`src/rtl/ror_seq_op.sv`:
```
`default_nettype none
// ============================================================================
//  Module      : ror_seq_op
//  Description : Multi-cycle rotate-right unit, at most STEP bit positions per
//                clock, with a start/busy/done handshake.
//  Revision    : 1.0  initial release
// ============================================================================
module ror_seq_op #(
    parameter int WIDTH = 32,
    parameter int SHW   = 5,
    parameter int STEP  = 1
) (
    input  logic             clock,
    input  logic             clear,
    input  logic             start,
    input  logic [WIDTH-1:0] data_in,
    input  logic [SHW-1:0]   numOfRotateBits,
    output logic [WIDTH-1:0] data_out,
    output logic             busy,
    output logic             done
);

    localparam logic [SHW-1:0] c_step = SHW'(STEP);

    typedef enum logic [1:0] {
        S_IDLE = 2'd0,
        S_RUN  = 2'd1,
        S_DONE = 2'd2
    } state_t;

    state_t           r_state;
    state_t           w_state_nxt;
    logic [WIDTH-1:0] r_work;
    logic [SHW-1:0]   r_cnt;
    logic [SHW-1:0]   w_k;
    logic [SHW-1:0]   w_cnt_nxt;
    logic [WIDTH-1:0] w_rot;
    logic             w_accept;

    // Requests arriving while an operation is in flight are dropped, not queued.
    assign w_accept  = start && (r_state != S_RUN);
    assign w_k       = (r_cnt < c_step) ? r_cnt : c_step;
    assign w_cnt_nxt = r_cnt - w_k;
    assign w_rot     = (r_work >> w_k) | (r_work << (WIDTH - int'(w_k)));

    always_comb begin
        w_state_nxt = r_state;
        busy        = 1'b0;
        done        = 1'b0;
        case (r_state)
            S_IDLE: begin
                if (w_accept)
                    w_state_nxt = (numOfRotateBits == '0) ? S_DONE : S_RUN;
            end
            S_RUN: begin
                busy = 1'b1;
                if (w_cnt_nxt == '0)
                    w_state_nxt = S_DONE;
            end
            S_DONE: begin
                done = 1'b1;
                if (w_accept)
                    w_state_nxt = (numOfRotateBits == '0) ? S_DONE : S_RUN;
                else
                    w_state_nxt = S_IDLE;
            end
            default: w_state_nxt = S_IDLE;
        endcase
    end

    always_ff @(posedge clock) begin
        if (clear) begin
            r_state  <= S_IDLE;
            r_work   <= '0;
            r_cnt    <= '0;
            data_out <= '0;
        end else begin
            r_state <= w_state_nxt;
            if (w_accept) begin
                r_work <= data_in;
                r_cnt  <= numOfRotateBits;
                if (numOfRotateBits == '0)
                    data_out <= data_in;
            end else if (r_state == S_RUN) begin
                r_work <= w_rot;
                r_cnt  <= w_cnt_nxt;
                // Only the final rotated value is ever published.
                if (w_cnt_nxt == '0)
                    data_out <= w_rot;
            end
        end
    end

endmodule
`default_nettype wire
```
`config.mk`:
```
export PLATFORM = sky130hd
export DESIGN_NAME = ror_seq_op
export DESIGN_NICKNAME = d
export VERILOG_FILES = /design/src/rtl/ror_seq_op.sv
export SDC_FILE = /design/constraint.sdc
export NUM_CORES = 1
export LEC_CHECK = 0
export CAP_MARGIN = 20
export CORE_MARGIN = 5
export CORE_UTILIZATION = 50
export DETAILED_ROUTE_END_ITERATION = 7
export MAX_ROUTING_LAYER = met4
export PLACE_DENSITY_LB_ADDON = 0.12
export RECOVER_POWER = 100
export SLEW_MARGIN = 10
export SYNTH_ARGS = -nofsm -noshare
export SYNTH_HDL_FRONTEND = slang
export SYNTH_SLANG_ARGS = --single-unit
```
`constraint.sdc`:
```
create_clock -name clock -period 4.5 [get_ports clock]
set_input_delay 0.9 -clock clock [delete_from_list [all_inputs] [get_ports clock]]
set_output_delay 0.9 -clock clock [all_outputs]
set_load 0.01 [all_outputs]
```
# Yosys cells after proc, flatten, opt, wreduce, memory -nomap -nowiden
# Cells that the tools add are included.
# totals
regBits,71
inputBits,40
output_inout_bits,34
wordCells,40
# op_classes
add_sub_neg,2
order_cmp,1
n_eq_ne,6
shifts,2
mux,16
n_bitwise,1
n_reduce_logical,8
# op_table
op,count
$mux W32,6
$or A32 B32 Y32,1
$shl A32 B32 Y32,1
$shr A32 B5 Y32,1
$mux W5,3
$logic_not A5 Y1,2
$mux W2,4
$sub A6 B5 Y7 const A,1
$pmux W2 S3,1
$lt A5 B1 Y1 const B,1
$sub A5 B5 Y5,1
$ne A2 B1 Y1 const B,2
$ne A2 B2 Y1 const B,2
$reduce_bool A2 Y1,2
$reduce_and A3 Y1,1
$eq A2 B1 Y1 const B,1
$eq A2 B2 Y1 const B,1
$logic_not A2 Y1,1
$mux W1,2
$reduce_and A2 Y1,1
$logic_and A1 B1 Y1,1

# Logic depth before layout (Yosys ltp)
# logic_depth
depth_word,8
ltp_mapped,13
mapped_depth_nobuf,9

# Least setup slack after synthesis
# No wires, ideal clock.
# synth_path
path_type,reg-to-reg
startpoint,register r_cnt[1]
endpoint,register r_work[16]
setup_time_ps,86
arrival_ps,2446
required_time_ps,4414
path_slack_ps,1969
path_stages_with_launch,11
path_buffers,3
synth_period_minus_slack_ps,2531
path_cell_list,dfxtp_1 -> nor4_4 -> nand2_1 -> buf_2 -> inv_1 -> ha_1 -> clkbuf_1 -> nand3_1 -> clkbuf_1 -> o22a_1 -> a211oi_1
# synth_between
elab_chain_cells,7
word_cells_on_any_way,8
cone_classes,add/sub (1); order compare (1); shift (2); mux (3); bitwise (1)
# synth_lines
element,line,text
"start, declared",34,logic [SHW-1:0] r_cnt;
"start signal, assigned",81,r_cnt <= numOfRotateBits;
"start signal, assigned",86,r_cnt <= w_cnt_nxt;
$lt A5 B1 Y1,42,assign w_k = (r_cnt < c_step) ? r_cnt : c_step;
$mux W5 *,42,
$sub A6 B5 Y7,44,assign w_rot = (r_work >> w_k) | (r_work << (WIDTH - int'(w_k)));
$shl A32 B32 Y32,44,
$or A32 B32 Y32 *,44,
$mux W32 *,84,end else if (r_state == S_RUN) begin
$mux W32 *,79,if (w_accept) begin
"end signal, assigned",80,r_work <= data_in;
"end signal, assigned",85,r_work <= w_rot;
"end, declared",33,logic [WIDTH-1:0] r_work;
# Mark *: on every way between the ends. The rest lies on a longest branch, timed or not. The select of a mux whose other input is x is not followed.
# A chain may end at the register's enable or synchronous reset.

# Final worst setup path
# layout_path
startpoint,input start
endpoint,register r_work[18]
# layout_between
elab_chain_cells,2
word_cells_on_any_way,3
cone_classes,mux (1); reduce/logical (2)
# layout_lines
element,line,text
"start, declared",15,"input logic start,"
$logic_and A1 B1 Y1 *,41,assign w_accept = start && (r_state != S_RUN);
$mux W32 / $reduce_bool A2 Y1 (equally long branches),n/a,
# Mark *: on every way between the ends. The rest lies on a longest branch, timed or not.

==> qor.csv <==
metric,value,unit
Die Area,9540,µm²
multi-input logic area,2220,µm²
clock sinks,71,
# nets final,562,
global-route wire length before repair,18.7,mm
CTS root buf,clkbuf_8,
power per cell area,427,nW/µm²
area of the mapped netlist,3840,µm²
DR vias/cell,6.11,
top_reg_cell synth,dfxtp_1,
Final min period,3.73,ns
H-tree levels,3,
asr flop ratio synth,0,
"most used cell, CP",a211oi_1,
# Max-Cap Violations,0,
fmax,268,MHz
Worst-path clk slew,0.07,ns
Rel. slew slack,0.300,
min-delay src,data_out[8],
CTS tree,built,
Final Cell Area,4830,µm²
Total Power,0.00206,W
core footprint,7610,µm²
status,finished clean,
GPL Wtd Cong,0.944,
ANT nets after route,0,
Post-Syn Instances,469,
Final Hold Fails,0,
RSZ-0062 raised after global routing,false,
number of synthesized register bits,71,
initial core utilization,0.505,
dpl cell area,4600,µm²
sw power,0.000689,W
most frequent cell after synthesis,nor2_1,
vias in the first global route,3746,
Die X,97.7,µm
pin count of the biggest net entering global routing,45,
sequential fraction of the synthesis area,0.370,
r2r endpoint,data_out[10],
Worst path max stage delay,0.78,ns
CP cell instances,dlygate4sd3_1 > clkbuf_1 > inv_1 > nor2_1 > buf_4 > a211oi_1 > o22a_1 > a211oi_1,
post-CTS setup buffers,0,
initial antenna violation count,0,
crit start category,primary input,
PostCTS Resize Cnt,0,
router iterations before antenna repair,5,
drt drc,0,
number of flops mapped to enable cells by yosys,0,
Crit. End Element,register,
"Net Count, Synth",511,
DR WL/cell,17.8,µm
Worst R2R Path Depth,7,
port bufs,73,
Combinational Power Share,0.318,
Hold Buf Count CTS,0,
WL final,11.1,mm
die height,97.7,µm
All-Layer GR Usage,0.241,
share of the synthesized area in the top cell type,0.370,
dominant cells by area after synthesis,"dfxtp_1, a211oi_1, nor2_1",
final worst path period share,0.829,
Clock Path Buffers,2,
clock power share,0.302,
Skew-Pair Late Insertion Delay,0.34,ns
worst hold stages,2,
clock buffer count from CTS,9,
WL met2,5.28,mm
DP HPWL,7.49,mm
I/O Pins,74,
synthesized area per cell,8.20,µm²
fin worst setup slack,0.767,ns
Pint,0.00137,W
grt total ovfl,0,
reg2reg setup slack,1.14,ns
Setup WS pre-CTS,1.31,ns
cell taking the most area after synthesis,dfxtp_1,
Worst Path Arrival,3.98,ns
Crit Path Class,primary input to register,
Peak VDD IR,0.000213,V
"Warnings, synthesis",0,
total negative setup slack,0,ns
Worst-Margin Slew,1.05,ns
Flop pwr share,0.380,
Worst Path Max Fanout,21,
Final Max Tran Viols,0,
M1 wire length,5.00,mm
Synth-to-Final Area Change,25.7,%
Antenna Diode Count,0,
Met3 Wirelength,638,µm
# rows,32,
DR vias,3825,
Worst Hold Class,register to register,
synth cell count leaders,"nor2_1, dfxtp_1, a211oi_1",
"Max stage delay cell, worst path",clkbuf_1,
RR Startpoint,r_state[0],
Synth cell types,49,
skew final,0.00928,ns
LEAKAGE,1.91,nW
Starting DRT DRC Count,232,
Worst Hold Endpoint,data_out[8],
Switching Fraction,0.334,
Critical Path RT,4.75,ns
uppermost layer routed,met4,
count of final setup violators,0,
Reg area,1420,µm²
share of layout cells above drive strength 1,0.0782,
Fillers,679,
-- worst max-delay path by stage --
stage               start  cells past startpoint  slack (ns)      endpoint
2_1_floorplan    r_cnt[1]                     10        1.97    r_work[16]
3_3_place_gp        start                      7        1.39  data_out[25]
3_5_place_dp        start                      7        1.31    r_work[24]
4_1_cts        r_state[0]                      3        1.28          busy
5_1_grt             start                      7        0.59  data_out[15]
6_report            start                      8        0.77    r_work[18]
-- stage by stage --
stage	util	hold slack [ns]	instances
2_1_floorplan	-	0.476	469
3_3_place_gp	0.604	0.442	611
3_5_place_dp	0.604	0.445	611
4_1_cts	0.636	0.456	626
5_1_grt	0.635	0.477	626
6_report	0.635	0.449	626
-- power by group through the flow --
stage	clock, W	combinational [W]	sequential, W
CTS	0.000633	0.000663	0.000781
detailed placement	0	0.000657	0.000796
finish	0.000624	0.000655	0.000784
floorplan	0	0.000472	0.000776
global route	0.000666	0.000721	0.000793
global placement	0	0.000648	0.000796
-- area by class of cell --
type,count,share of cell area
Tap cell,102,0.0264
Sequential cell,71,0.294
Clock inverter,5,0.0220
Clock buffer,10,0.0285
Inverter,5,0.00389
Multi-Input combinational cell,349,0.459
Timing Repair Buffer,84,0.166
-- metal layers --
| metal | track usage | vias to the layer above |
|---|---|---|
| met5 | - | - |
| met4 | 0.0788 | 0 |
| met3 | 0.0323 | 24 |
| met2 | 0.380 | 153 |
| met1 | 0.321 | 1806 |
| li1 | - | 1842 |
-- worst max-delay path, delay by kind of cell --
kind | cells | cell delay [ns]
buffers and inverters | 4 | 2.02
AOI/OAI and AO/OA | 3 | 0.59
and+or+nand+nor | 1 | 0.46
-- cell families (layout without fill, tap and decap cells) --
| family | Yosys count | after routing | synth area share |
|---|---|---|---|
| and+or+nand+nor | 162 | 162 | 0.190 |
| AOI/OAI and AO/OA | 153 | 153 | 0.294 |
| DFF | 71 | 71 | 0.370 |
| buffers and inverters | 49 | 104 | 0.0557 |
| muxes | 31 | 31 | 0.0833 |
| adders and majority gates | 2 | 2 | 0.00651 |
| other | 1 | 1 | 0.000976 |
-- registers in the layout, summed over array words and instances (netlist names) --
signal and count:
r_work 32, data_out 32, r_state 2, r_cnt 5
-- layout by cell type, fill, tap and decap left out, types with 12 or more instances in the layout --
cell type	count
a211oi_1	48
dfxtp_1	71
dlygate4sd3_1	34
nand2_1	42
clkdlybuf4s50_1	38
o21ai_0	12
nor2_1	73
a21oi_1	27
mux2i_1	23
and3_1	13
(Power assumes the default switching activity.)
